**src/rtl/mem_arb_pkg.sv**
```systemverilog
// -----------------------------------------------------------------------------
// mem_arb_pkg
// Shared types and constants for the two-client main-memory arbiter.
//   - arb_state_e : arbiter FSM encoding (IDLE / SERVE / RELEASE)
//   - cli_e       : client identifier (I-cache / D-cache)
//   - ADDR_W      : memory block address width
//   - DATA_W      : memory block data width
// -----------------------------------------------------------------------------
package mem_arb_pkg;

  localparam int ADDR_W = 28;
  localparam int DATA_W = 128;

  typedef enum logic [1:0] {
    ST_IDLE    = 2'd0,
    ST_SERVE   = 2'd1,
    ST_RELEASE = 2'd2
  } arb_state_e;

  typedef enum logic {
    CLI_I = 1'b0,
    CLI_D = 1'b1
  } cli_e;

endpackage : mem_arb_pkg

```
**src/rtl/mem_arb_rr.sv**
```systemverilog
// -----------------------------------------------------------------------------
// mem_arb_rr
// Purely combinational 2-way round-robin picker.
// Ports:
//   pending_i_i    in   I-cache has a request pending
//   pending_d_i    in   D-cache has a request pending
//   last_grant_i   in   client that received the most recent grant
//   grant_valid_o  out  at least one client is pending
//   grant_id_o     out  client to grant (only meaningful with grant_valid_o)
// -----------------------------------------------------------------------------
module mem_arb_rr
  import mem_arb_pkg::*;
(
  input  logic pending_i_i,
  input  logic pending_d_i,
  input  cli_e last_grant_i,
  output logic grant_valid_o,
  output cli_e grant_id_o
);

  always_comb begin
    grant_valid_o = pending_i_i | pending_d_i;
    grant_id_o    = CLI_I;
    if (pending_i_i && pending_d_i) begin
      // Tie: favour whichever client was not served last.
      grant_id_o = (last_grant_i == CLI_I) ? CLI_D : CLI_I;
    end else if (pending_d_i) begin
      grant_id_o = CLI_D;
    end
  end

endmodule : mem_arb_rr

```
**src/rtl/mem_arbiter.sv**
```systemverilog
// -----------------------------------------------------------------------------
// mem_arbiter
// Shares the single 128-bit main-memory port between the I-cache and the
// D-cache. One request is granted at a time with round-robin fairness; the
// winning request is registered toward memory, the memory handshake is routed
// back to the granted cache, and per-client saturating grant counters are kept.
//
// Ports:
//   clk            in   system clock (rising edge)
//   proc_reset_n   in   asynchronous active-low reset
//   i_mem_read     in   I-cache read strobe, held until i_mem_ready
//   i_mem_write    in   I-cache write strobe, held until i_mem_ready
//   i_mem_addr     in   I-cache block address
//   i_mem_wdata    in   I-cache write block
//   i_mem_rdata    out  read block to I-cache (always mem_rdata)
//   i_mem_ready    out  one-cycle completion pulse to I-cache
//   d_mem_*        same set for the D-cache
//   mem_read       out  registered read request to memory
//   mem_write      out  registered write request to memory
//   mem_addr       out  registered block address to memory
//   mem_wdata      out  registered write block to memory
//   mem_rdata      in   read block from memory
//   mem_ready      in   memory completion pulse
//   i_grant_cnt    out  saturating count of I-cache grants
//   d_grant_cnt    out  saturating count of D-cache grants
// -----------------------------------------------------------------------------
module mem_arbiter
  import mem_arb_pkg::*;
#(
  parameter int CNT_W = 16
) (
  input  logic              clk,
  input  logic              proc_reset_n,

  input  logic              i_mem_read,
  input  logic              i_mem_write,
  input  logic [ADDR_W-1:0] i_mem_addr,
  input  logic [DATA_W-1:0] i_mem_wdata,
  output logic [DATA_W-1:0] i_mem_rdata,
  output logic              i_mem_ready,

  input  logic              d_mem_read,
  input  logic              d_mem_write,
  input  logic [ADDR_W-1:0] d_mem_addr,
  input  logic [DATA_W-1:0] d_mem_wdata,
  output logic [DATA_W-1:0] d_mem_rdata,
  output logic              d_mem_ready,

  output logic              mem_read,
  output logic              mem_write,
  output logic [ADDR_W-1:0] mem_addr,
  output logic [DATA_W-1:0] mem_wdata,
  input  logic [DATA_W-1:0] mem_rdata,
  input  logic              mem_ready,

  output logic [CNT_W-1:0]  i_grant_cnt,
  output logic [CNT_W-1:0]  d_grant_cnt
);

  // Increment that sticks at all-ones instead of wrapping.
  function automatic logic [CNT_W-1:0] sat_inc(input logic [CNT_W-1:0] v);
    logic [CNT_W-1:0] one;
    one = {{(CNT_W-1){1'b0}}, 1'b1};
    return (&v) ? v : (v + one);
  endfunction

  arb_state_e        state_q, state_d;
  cli_e              grant_q, last_q;
  logic              rd_q, wr_q;
  logic [ADDR_W-1:0] addr_q;
  logic [DATA_W-1:0] wdata_q;
  logic [CNT_W-1:0]  icnt_q, dcnt_q;

  logic              pending_i, pending_d;
  logic              grant_valid;
  cli_e              grant_id;
  logic              grant_fire;
  logic              serve_done;

  logic              sel_rd, sel_wr;
  logic [ADDR_W-1:0] sel_addr;
  logic [DATA_W-1:0] sel_wdata;

  assign pending_i = i_mem_read | i_mem_write;
  assign pending_d = d_mem_read | d_mem_write;

  mem_arb_rr u_rr (
    .pending_i_i   (pending_i),
    .pending_d_i   (pending_d),
    .last_grant_i  (last_q),
    .grant_valid_o (grant_valid),
    .grant_id_o    (grant_id)
  );

  // Grants are only issued from IDLE; RELEASE exists so a served cache can
  // drop its strobe before the picker looks at it again.
  assign grant_fire = (state_q == ST_IDLE)  && grant_valid;
  // mem_ready outside SERVE is ignored.
  assign serve_done = (state_q == ST_SERVE) && mem_ready;

  // Request fields of the winning client.
  always_comb begin
    sel_rd    = i_mem_read;
    sel_wr    = i_mem_write;
    sel_addr  = i_mem_addr;
    sel_wdata = i_mem_wdata;
    if (grant_id == CLI_D) begin
      sel_rd    = d_mem_read;
      sel_wr    = d_mem_write;
      sel_addr  = d_mem_addr;
      sel_wdata = d_mem_wdata;
    end
  end

  // ---------------------------------------------------------------------------
  // FSM: state register
  // ---------------------------------------------------------------------------
  always_ff @(posedge clk or negedge proc_reset_n) begin
    if (!proc_reset_n) begin
      state_q <= ST_IDLE;
    end else begin
      state_q <= state_d;
    end
  end

  // ---------------------------------------------------------------------------
  // FSM: next-state logic
  // ---------------------------------------------------------------------------
  always_comb begin
    state_d = state_q;
    case (state_q)
      ST_IDLE:    if (grant_valid) state_d = ST_SERVE;
      ST_SERVE:   if (mem_ready)   state_d = ST_RELEASE;
      ST_RELEASE: state_d = ST_IDLE;
      default:    state_d = ST_IDLE;
    endcase
  end

  // ---------------------------------------------------------------------------
  // FSM: outputs (completion routed combinationally to the granted cache)
  // ---------------------------------------------------------------------------
  always_comb begin
    i_mem_ready = 1'b0;
    d_mem_ready = 1'b0;
    if (serve_done) begin
      if (grant_q == CLI_D) d_mem_ready = 1'b1;
      else                  d_mem_ready = 1'b0;
      i_mem_ready = (grant_q == CLI_I);
    end
  end

  // ---------------------------------------------------------------------------
  // Request capture toward memory, grant bookkeeping
  // ---------------------------------------------------------------------------
  always_ff @(posedge clk or negedge proc_reset_n) begin
    if (!proc_reset_n) begin
      rd_q    <= 1'b0;
      wr_q    <= 1'b0;
      addr_q  <= '0;
      wdata_q <= '0;
      grant_q <= CLI_I;
      last_q  <= CLI_I;
    end else if (grant_fire) begin
      // A client asserting both strobes gets a write; the read is dropped.
      wr_q    <= sel_wr;
      rd_q    <= sel_rd & ~sel_wr;
      addr_q  <= sel_addr;
      wdata_q <= sel_wdata;
      grant_q <= grant_id;
      last_q  <= grant_id;
    end else if (serve_done) begin
      rd_q    <= 1'b0;
      wr_q    <= 1'b0;
    end
  end

  // ---------------------------------------------------------------------------
  // Saturating grant counters
  // ---------------------------------------------------------------------------
  always_ff @(posedge clk or negedge proc_reset_n) begin
    if (!proc_reset_n) begin
      icnt_q <= '0;
      dcnt_q <= '0;
    end else if (grant_fire) begin
      if (grant_id == CLI_I) icnt_q <= sat_inc(icnt_q);
      else                   dcnt_q <= sat_inc(dcnt_q);
    end
  end

  assign mem_read    = rd_q;
  assign mem_write   = wr_q;
  assign mem_addr    = addr_q;
  assign mem_wdata   = wdata_q;

  // Both caches see the memory read bus; only the readied one samples it.
  assign i_mem_rdata = mem_rdata;
  assign d_mem_rdata = mem_rdata;

  assign i_grant_cnt = icnt_q;
  assign d_grant_cnt = dcnt_q;

endmodule : mem_arbiter

```
**config.mk**
```make
export PLATFORM = sky130hd
export DESIGN_NAME = mem_arbiter
export DESIGN_NICKNAME = d
export VERILOG_FILES = /design/src/rtl/mem_arb_pkg.sv /design/src/rtl/mem_arb_rr.sv /design/src/rtl/mem_arbiter.sv
export SDC_FILE = /design/constraint.sdc
export NUM_CORES = 1
export LEC_CHECK = 0
export BUFFER_PORTS_ARGS = -buffer_cell sky130_fd_sc_hd__buf_2
export CAP_MARGIN = 20
export CELL_PAD_IN_SITES_DETAIL_PLACEMENT = 0
export CELL_PAD_IN_SITES_GLOBAL_PLACEMENT = 1
export CORE_AREA = 3 3 347 349
export CTS_CLUSTER_DIAMETER = 30
export CTS_CLUSTER_SIZE = 14
export DETAILED_ROUTE_END_ITERATION = 7
export DIE_AREA = 0 0 350 352
export GPL_ROUTABILITY_DRIVEN = 0
export HOLD_SLACK_MARGIN = 0.15
export PLACE_DENSITY = 0.4
export SKIP_LAST_GASP = 1
export SLEW_MARGIN = 20
export SYNTH_ARGS = -nofsm -noshare
export SYNTH_HDL_FRONTEND = slang
export SYNTH_SLANG_ARGS = --single-unit
```
**constraint.sdc**
```tcl
create_clock -name clk -period 1.7 [get_ports clk]
set_input_delay 0.255 -clock clk [delete_from_list [all_inputs] [get_ports clk]]
set_output_delay 0.255 -clock clk [all_outputs]
set_load 0.01 [all_outputs]
```
==> results.md, run 1 <==
- Design Power: 0.0274 W
- P_leak: 8.68 nW
- Die footprint: 123,000 um2
- Synth Flop Type: dfrtp_1
- Synthesized instance count: 953
- Post-synthesis sequential area ratio: 0.469
- CP required: 2.11 ns
- Max Fclk: 524 MHz
- Slew of the pin with the lowest slew margin: 0.485 ns
- Vias in the first global route: 10,600
- Drt pass-1 iters: 8
- Syn Area/Cell: 10.8 um2
- Layout Skew: 0.0133 ns
- Endpoints failing hold: 0
- Peak VDD IR: 883 uV
- WL per Instance: 21.3 um
- Post-synth EDFFs: 0
- CP startpoint kind: flip-flop
- Root cell of the clock tree: clkbuf_16
- Largest net degree at the start of global routing: 64
- H-tree depth: 4
- Initial Util: 0.0874
- Share of layout cells above drive strength 1: 0.430
- Area of the multi-input gates: 2810 um2
- CP Capture Type: flip-flop
- Post-synth top area share: 0.469
- CTS buffer count: 17
- Final Setup Violations: 166
- Reg2reg start: state_q[1]$_DFFE_PN0P_
- CTS max path bufs: 2
- Initial antenna violation count: 4
- # IOs: 895
- Synth unique cells: 42
- Register area: 4830 um2
- Die Height: 352 um
- Register bit total from synthesis: 193
- Fillers: 13,200
- CP arrival: 2.32 ns
- Worst setup startpoint: state_q[1]$_DFFE_PN0P_
- Total gr overflow: 0
- GRT Total Usage: 0.0999
- TritonCTS clock tree: done
- Synth top area cells: dfrtp_1 47%, buf_4 19%, a222oi_1 15%, inv_1 5.8%, buf_6 2.2%
- Initial DRC count: 1,163
- FP Rows: 126
- Worst-path fanout max: 12
- Critical path class: reg2reg
- R2r setup slk: -0.21 ns
- Final ANT Viol Nets: 0
- Syn Std Cell Area: 10,300 um2
- Clk_lat worst skew: 0.53 ns
- Setup WS post-layout: -0.208 ns
- Power Dens Cells: 1530 nW/um2
- Core area: 118,000 um2
- Max cap viols: 0
- Yosys warnings: 0
- Status: complete, but fails checks
- DR vias: 10,100
- Routed vias/inst: 3.21
- Clock transition at path regs: 0.08 ns
- Period utilisation layout: 1.12
- Reg2Reg Depth: 9
- Max Slew Vio Count: 0
- Remaining DRCs: 4
- Area added between synthesis and finish: 74.1%
- Net count after synthesis: 1,402
- Yosys top cell by area: dfrtp_1
- Die width: 350 um
- Pre-CTS setup slack: -0.167 ns
- Clock sinks: 193
- Final Net Count: 2,044
- Slew HR: 0.677
- Worst flop-to-flop path endpoint: mem_addr[7]$_DFFE_PN0P_
- Failing checks: DRC, setup timing
- Port bufs: 510
- Global-route wire length before repair: 84,400 um
- Routed WL: 67,000 um
- Fin crit period: 1.91 ns
- Hold crit path type: in2async
- Async SR Flop Fraction: 1.00
- Dpl hpwl: 51,200 um
- RSZ-0062 raised after global routing: true
cell usage after synthesis (all sizes together) (3+ instances only):
cell type	n
a222oi	156
and3	3
and4	4
buf	300
clkbuf	13
dfrtp	193
inv	159
nand2	16
nand3	11
nand4	9
nor2	9
nor3	7
nor4	12
xnor2	6
xor2	24
what timing repair did:
item,in CTS,in global routing
setup endpoints to repair,81,179
hold buffers,314,0
cloned,4,16
hold endpoints to repair,352,0
gates resized for setup,23,69
pin swaps,68,134
setup buffers,5,19
registers in the layout, indices dropped and copies added, names as in the netlist:
name,cells
mem_addr,28
i_grant_cnt,16
state_q,2
last_q,1
mem_write,1
mem_read,1
mem_wdata,128
d_grant_cnt,16
per-layer routing:
layer	share of wire	track usage	up-vias
met5	0	0.00510	-
met4	0.046	0.0534	0
met3	0.083	0.0324	136
met2	0.45	0.157	676
met1	0.43	0.120	4821
li1	-	-	4474
area by class of cell:
class | count | share of cell area
flip-flops and latches | 193 | 0.270
diodes | 7 | 0.000978
clock inverters | 14 | 0.00789
multi-input cells | 288 | 0.157
well taps | 1536 | 0.107
inverters | 159 | 0.0333
clock buffers | 17 | 0.0237
repair buffers | 936 | 0.400
per-stage QoR:
| stage | setup TNS (ns) | std cells | hold slack (ns) | cell area, um2 | util |
|---|---|---|---|---|---|
| 2_1_floorplan | 0 | 953 | -0.0406 | 10300 | - |
| 3_3_place_gp | -3.27 | 2755 | 0.223 | 13100 | 0.112 |
| 3_5_place_dp | -4.05 | 2755 | 0.227 | 13100 | 0.112 |
| 4_1_cts | -17.23 | 3109 | 0.199 | 17100 | 0.145 |
| 5_1_grt | -33.02 | 3144 | 0.237 | 17900 | 0.152 |
| 6_report | -15.23 | 3150 | 0.226 | 17900 | 0.152 |
power by group:
| group | total [W] | switching, W | internal [W] |
|---|---|---|---|
| registers | 0.00818 | 0.00156 | 0.00662 |
| clock network | 0.00431 | 0.00225 | 0.00205 |
| logic | 0.0149 | 0.00845 | 0.00648 |
how the worst max path moves through the flow:
stage / to / slack, ns / cells after the start
finish: mem_addr[7]$_DFFE_PN0P_ / -0.21 / 9
global route: d_mem_ready / -0.31 / 5
CTS: d_mem_ready / -0.27 / 5
detailed placement: i_grant_cnt[1]$_DFFE_PN0P_ / -0.17 / 6
global placement: i_grant_cnt[1]$_DFFE_PN0P_ / -0.14 / 6
floorplan: d_grant_cnt[7]$_DFFE_PN0P_ / 0.03 / 6
kinds of logic after synthesis:
logic type,count (synthesis),share of synthesized area
adder cells (fa/ha/maj),2,0.00243
XOR/XNOR,30,0.0255
multiplexers,2,0.00219
AND/OR/NAND/NOR,88,0.0551
flip-flops,193,0.469
AO/OA/AOI/OAI,166,0.160
buffers and inverters,472,0.286
layout by cell type, fill, tap and decap left out, drive strengths merged, types with 7 or more instances in the layout:
cell type / instances
a222oi: 156
buf: 612
clkbuf: 27
dfrtp: 193
diode: 7
dlygate4sd3: 314
inv: 167
nand2: 16
nand3: 11
nand4: 9
nor2: 9
nor3: 7
nor4: 12
xor2: 24
worst max-delay path, stage by stage (launching register included):
cell and delay [ns]:
dfrtp_1 0.37, buf_4 0.13, nor2_4 0.03, buf_12 0.12, buf_4 0.13, and3b_4 0.25, buf_12 0.17, buf_16 0.16
a222oi_1 0.31, inv_1 0.10
Power figures use the tool's default switching activity.
==> run 2, diff against run 1 <==
--- a/config.mk
+++ b/config.mk
@@ -9,16 +9,17 @@
 export CAP_MARGIN = 20
 export CELL_PAD_IN_SITES_DETAIL_PLACEMENT = 0
 export CELL_PAD_IN_SITES_GLOBAL_PLACEMENT = 1
-export CORE_AREA = 3 3 347 349
+export CORE_AREA = 3 3 345 347
 export CTS_CLUSTER_DIAMETER = 30
 export CTS_CLUSTER_SIZE = 14
 export DETAILED_ROUTE_END_ITERATION = 7
-export DIE_AREA = 0 0 350 352
+export DIE_AREA = 0 0 348 350
 export GPL_ROUTABILITY_DRIVEN = 0
 export HOLD_SLACK_MARGIN = 0.15
-export PLACE_DENSITY = 0.4
+export PLACE_DENSITY = 0.42
 export SKIP_LAST_GASP = 1
 export SLEW_MARGIN = 20
 export SYNTH_ARGS = -nofsm -noshare
 export SYNTH_HDL_FRONTEND = slang
+export SYNTH_HIERARCHICAL = 1
 export SYNTH_SLANG_ARGS = --single-unit
==> run 2 against run 1 <==
  * The flow finishes with violations (setup timing)
  * Area after synthesis increased by 5.0%
  * First-iteration DRC count is 63% lower
  * Cell count rose by 6.4%
  * Setup slack gained 0.014 ns
  * Cell area increased by 13%
  * Clock-buffer cell count up 4
  * Synthesized cell count increased by 16%
  * Core utilization rose by 2.3 points
  * Global-route usage shrank 2.2 points
  * Hold slack better by 0.052 ns
  * Sequential power shrank 2%
  * Sequential cell count is the same
  * Highest routed layer unchanged
==> results.md, run 2 <==
- Die footprint: 122,000 um2
- H-tree depth: 4
- Core area: 116,000 um2
- Synth unique cells: 44
- Clk_lat worst skew: 0.53 ns
- Period utilisation layout: 1.11
- Remaining DRCs: 0
- Slew of the pin with the lowest slew margin: 0.530 ns
- Final Net Count: 2,264
- Syn Area/Cell: 9.76 um2
- GRT Total Usage: 0.0782
- Largest net degree at the start of global routing: 45
- Critical path class: reg2reg
- Inst Count DP: 2,930
- Layout Skew: 0.0155 ns
- Net count after synthesis: 1,557
- Antenna cells: 0
- Synth top area cells: dfrtp_1 45%, buf_4 18%, mux2i_1 15%, o21ai_0 7.4%, nand2_1 5.8%
- CTS max path bufs: 2
- Yosys warnings: 6
- Initial antenna violation count: 1
- Final Setup Violations: 138
- Post-synth top area share: 0.447
- Share of layout cells above drive strength 1: 0.487
- CP arrival: 2.31 ns
- Post-Synth XOR/XNOR Area: 0.0219
- Initial Util: 0.0930
- Yosys top cell by area: dfrtp_1
- Global-route wire length before repair: 70,300 um
- Buf/Inv on CP: 6
- Post-Synth Adder-Cell Area: 0.00231
- Die width: 348 um
- Async SR Flop Fraction: 1.00
- Post-synthesis sequential area ratio: 0.447
- Peak VDD IR: 854 uV
- CP required: 2.12 ns
- CTS buffer count: 17
- P_leak: 9.59 nW
- Clock transition at path regs: 0.08 ns
- Final ANT Viol Nets: 0
- Largest register FFs: 128
- TritonCTS clock tree: done
- DR vias: 10,400
- RSZ-0062 raised after global routing: true
- Final core area utilization: 0.175
- Area added between synthesis and finish: 87.7%
- Multiplexer share of the synthesized area: 0.149
- CP Capture Type: flip-flop
- Die Height: 350 um
- Most common cell in the netlist: buf_4
- Dpl hpwl: 32,500 um
- Failing checks: setup timing
- Port bufs: 510
- Endpoints failing hold: 0
- Most common cell on crit path: buf_12
- CP startpoint kind: flip-flop
- Vias in the first global route: 11,400
- Synth Area in Compound Gates: 0.0782
- Register bit total from synthesis: 193
- Final std cells w/o fill: 3,352
- FP Rows: 125
- Worst-path fanout max: 6
- Power Dens Cells: 1270 nW/um2
- Largest family of logic cells by synthesized area: buffers and inverters
- Routed vias/inst: 3.12
- R2r setup slk: -0.19 ns
- Routed WL: 50,400 um
- # IOs: 895
- Clock sinks: 193
- Hold crit path type: in2async
- WL per Instance: 15.0 um
- Synth Area in Simple Gates: 0.102
- Slew HR: 0.647
- CP max stage delay: 0.45 ns
- Root cell of the clock tree: clkbuf_16
- Cells along the critical path: or3b_4 -> buf_6 -> buf_12 -> buf_12 -> buf_12 -> buf_12 -> buf_16 -> nand2_2 -> o21ai_2
- Max cap viols: 0
- Largest delay share family, worst path: buffers and inverters
- Commonest non-fill, non-tap cell in the layout: buf_2
- Status: complete, but fails checks
- Max Fclk: 528 MHz
- Post-synth EDFFs: 0
- Total gr overflow: 0
- Slowest-stage cell, CP: or3b_4
- Drt pass-1 iters: 4
- Initial DRC count: 431
- Setup WS post-layout: -0.194 ns
- Fin crit period: 1.89 ns
- Commonest non-fill, non-tap cells in the layout: 508 x buf_2, 319 x dlygate4sd3_1, 190 x dfrtp_1
- Synthesized instance count: 1,108
- Max Slew Vio Count: 0
- Synth Flop Type: dfrtp_1
- Synth cell count leaders: 256 x buf_4, 193 x dfrtp_1, 168 x nand2_1
- Syn Std Cell Area: 10,800 um2
run 2: changes by cell type in the layout (fill, tap and decap cells not counted), sizes merged, moves of 9 or more:
| cell | change |
|---|---|
| nand2 | +152 |
| buf | +56 |
| a222oi | -156 |
| nor4 | -9 |
| inv | -162 |
| o21ai | +157 |
| mux2i | +158 |
| xor2 | -10 |
run 2: area by class of cell:
type / instances / area (um2)
Fill cell: 12900 / 95900
Timing Repair Buffer: 1001 / 8280
Sequential cell: 193 / 4830
Multi-Input combinational cell: 599 / 4650
Tap cell: 1524 / 1910
Clock buffer: 21 / 460
Clock inverter: 11 / 153
Inverter: 3 / 11.3
run 2: metal layers:
layer  vias up  track usage  share of wire
met5         -            0              0
li1       4907            -              -
met2       446        0.133           0.50
met4         0       0.0412          0.041
met3       150       0.0375          0.090
met1      4943       0.0797           0.37
run 2: logic make-up (layout without fill, tap and decap cells):
group,Yosys count,in the layout
buf+inv,316,1036
simple gates,244,244
flops,193,193
compound gates,165,165
mux,161,161
xor+xnor,27,27
fa+ha+maj,2,2
run 2: timing repair:
action / 4_1_cts / 5_1_grt
setup endpoints to repair: 153 / 183
resized for setup: 221 / 221
pin swaps: 55 / 56
buffers inserted: 32 / 8
hold buffers: 319 / 0
hold endpoints to repair: 353 / 0
gates cloned: 24 / 15
run 2: per-stage QoR:
step                setup TNS, ns  power (W)  setup WS [ns]  area (um2)  hold WS (ns)
floorplan                   -1.54     0.0127         -0.258       11000       -0.0406
global placement           -50.27     0.0168         -0.624       14100         0.233
detailed placement         -51.47     0.0169         -0.642       14100         0.233
CTS                        -14.31     0.0250         -0.244       19500         0.210
global route               -21.87     0.0277         -0.257       20300         0.252
finish                      -9.19     0.0258         -0.194       20300         0.278
run 2: path summary, 6_finish.rpt:
check / from / depth (start not counted) / to
max: state_q[0]$_DFFE_PN0P_ / 9 / mem_wdata[79]$_DFFE_PN0P_
min in group clk: mem_ready / 6 / mem_read$_DFFE_PN0P_
min: proc_reset_n / 2 / mem_wdata[9]$_DFFE_PN0P_
max in group asynchronous: proc_reset_n / 3 / state_q[0]$_DFFE_PN0P_
min reg2reg: mem_wdata[119]$_DFFE_PN0P_ / 2 / mem_wdata[119]$_DFFE_PN0P_
max reg2reg: state_q[0]$_DFFE_PN0P_ / 9 / mem_wdata[79]$_DFFE_PN0P_
run 2: power by group:
group | internal [W] | switching [W] | leakage [nW] | total, W
registers | 0.00656 | 0.00147 | 2.39 | 0.00803
clock network | 0.00240 | 0.00209 | 0.290 | 0.00448
logic | 0.00679 | 0.00653 | 6.91 | 0.0133
total | 0.0158 | 0.0101 | 9.59 | 0.0258
==> run 3, diff against run 2 <==
--- a/config.mk
+++ b/config.mk
@@ -17,6 +17,7 @@
 export GPL_ROUTABILITY_DRIVEN = 0
 export HOLD_SLACK_MARGIN = 0.15
 export PLACE_DENSITY = 0.42
+export RECOVER_POWER = 100
 export SKIP_LAST_GASP = 1
 export SLEW_MARGIN = 20
 export SYNTH_ARGS = -nofsm -noshare
==> run 3 against run 2 <==
  * The run still ends with setup timing left
  * Clock skew decreased by 0.0017 ns
  * Register-to-register slack about the same
  * Sequential share of layout area grew 0.30 points
  * Critical path depth is the same
  * Global-route usage unchanged
  * Combinational power shrank 4%
  * Die area did not move
  * Cell count stayed put
  * First-iteration DRC count grew 3.0%
  * Highest routed layer unchanged
  * Wire length barely moved
==> results.md, run 3 (synthesized netlist as in run 2, its figures left out) <==
- Status: complete, but fails checks
- Failing checks: setup timing
- Fin crit period: 1.90 ns
- Fillers: 12,900
- Commonest non-fill, non-tap cell in the layout: buf_2
- Pre-CTS setup slack: -0.642 ns
- Drt pass-1 iters: 4
- CP startpoint kind: flip-flop
- FP Rows: 125
- Initial DRC count: 444
- Total gr overflow: 0
- Int Power: 0.0153 W
- CP required: 2.11 ns
- Commonest non-fill, non-tap cells in the layout: 361 x buf_2, 319 x dlygate4sd3_1, 190 x dfrtp_1
- Sequential Power Share: 0.318
- Initial Util: 0.0930
- Dpl hpwl: 32,500 um
- Die Height: 350 um
- Share of layout cells above drive strength 1: 0.403
- Worst-path fanout max: 6
- RSZ-0062 raised after global routing: true
- CTS max path bufs: 2
- Largest register FFs: 128
- Reg2Reg Depth: 9
- H-tree depth: 4
- CP arrival: 2.31 ns
- Peak VDD IR: 853 uV
- Initial antenna violation count: 1
- WL per Instance: 15.0 um
- Clock sinks: 193
- # IOs: 895
- Critical path class: reg2reg
- Routed vias/inst: 3.12
- P_sw: 0.0101 W
- Slew of the pin with the lowest slew margin: 0.905 ns
- TritonCTS clock tree: done
- Reg2reg start: state_q[0]$_DFFE_PN0P_
- Gate power share: 0.505
- Die footprint: 122,000 um2
- Hold crit path type: in2reg
- Die width: 348 um
- Routed WL: 50,400 um
- Remaining DRCs: 0
- Max Fclk: 527 MHz
- Area added between synthesis and finish: 85.4%
- GRT Total Usage: 0.0782
- CP Capture Type: flip-flop
- DR vias: 10,500
- Layout Skew: 0.0138 ns
- Max cap viols: 0
- Root cell of the clock tree: clkbuf_16
- Crit path capture: mem_wdata[79]$_DFFE_PN0P_
- P_leak: 9.08 nW
- Largest net degree at the start of global routing: 45
- Vias in the first global route: 11,400
- Endpoints failing hold: 0
- Core area: 116,000 um2
- Clk_lat worst skew: 0.53 ns
- Final TNS setup: -9.53 ns
- Global-route wire length before repair: 70,300 um
- Max Slew Vio Count: 0
- Period utilisation layout: 1.12
- Clock share of power: 0.176
- Final Setup Violations: 139
- Clock transition at path regs: 0.07 ns
- R2r setup slk: -0.20 ns
- Worst Hold Depth: 6
- CTS buffer count: 17
- Antenna cells: 0
- Switching Fraction: 0.399
- Setup WS post-layout: -0.198 ns
- Slew HR: 0.396
- Power Dens Cells: 1270 nW/um2
- Port bufs: 510
- Final ANT Viol Nets: 0
- Worst setup startpoint: state_q[0]$_DFFE_PN0P_
- Worst flop-to-flop path endpoint: mem_wdata[79]$_DFFE_PN0P_
- Final Net Count: 2,264
[run 3: changes by cell type in the layout (fill, tap and decap cells not counted), sizes merged]
cell,before,now
clkbuf,34,192
buf,668,510
[run 3: worst min path at each step]
stage / from / end / slack (ns)
after detailed placement: proc_reset_n / mem_wdata[22]$_DFFE_PN0P_ / 0.23
after global placement: proc_reset_n / mem_wdata[22]$_DFFE_PN0P_ / 0.23
after floorplan: proc_reset_n / d_grant_cnt[0]$_DFFE_PN0P_ / -0.04
final: mem_ready / mem_read$_DFFE_PN0P_ / 0.30
after global routing: mem_ready / mem_read$_DFFE_PN0P_ / 0.30
after CTS: proc_reset_n / mem_wdata[16]$_DFFE_PN0P_ / 0.21
[run 3: routing by layer]
metal  track usage  routed length, um  vias to the layer above  part of all wire
met3        0.0375               4600                      149             0.091
met2         0.133              25200                      442              0.50
met4        0.0412               2070                        0             0.041
met5             0                  0                        -                 0
met1        0.0797              18500                     4965              0.37
li1              -                  -                     4904                 -
[run 3: area by class of cell]
class / instances / area [um2] / area share
clock buffers: 21 / 460 / 0.0230
clock inverters: 11 / 153 / 0.00762
inverters: 3 / 11.3 / 0.000562
multi-input cells: 599 / 4650 / 0.232
flip-flops and latches: 193 / 4830 / 0.241
well taps: 1524 / 1910 / 0.0951
repair buffers: 1001 / 8030 / 0.401
[run 3: critical path: stages (launching register included)]
cell and delay, ns:
dfrtp_1 0.40, or3b_4 0.45, buf_6 0.15, buf_12 0.13, buf_12 0.14, buf_12 0.13, buf_12 0.12, buf_16 0.14
nand2_2 0.07, o21ai_2 0.05
[run 3: per-stage QoR]
| stage | area (um2) | utilization | instances | total power [W] | hold slack, ns |
|---|---|---|---|---|---|
| finish | 20000 | 0.172 | 3352 | 0.0254 | 0.303 |
| global route | 20000 | 0.172 | 3352 | 0.0273 | 0.303 |
| CTS | 19500 | 0.168 | 3337 | 0.0250 | 0.210 |
| detailed placement | 14100 | 0.121 | 2930 | 0.0169 | 0.233 |
| global placement | 14100 | 0.121 | 2930 | 0.0168 | 0.233 |
| floorplan | 11000 | - | 1108 | 0.0127 | -0.0406 |
[run 3: power by group through the flow]
stage               sequential, W  clock [W]  combinational (W)
floorplan                 0.00868          0            0.00402
global placement          0.00784          0            0.00901
detailed placement        0.00780          0            0.00911
CTS                       0.00786    0.00479             0.0124
global route              0.00835    0.00491             0.0140
finish                    0.00809    0.00448             0.0128
[run 3: repair_timing]
item / in CTS / in global routing
cloned: 24 / 15
setup endpoints to repair: 153 / 183
gates resized for setup: 221 / 221
pin swaps: 55 / 56
hold buffers: 319 / 0
setup buffers: 32 / 8
endpoints found under the hold margin: 353 / 0
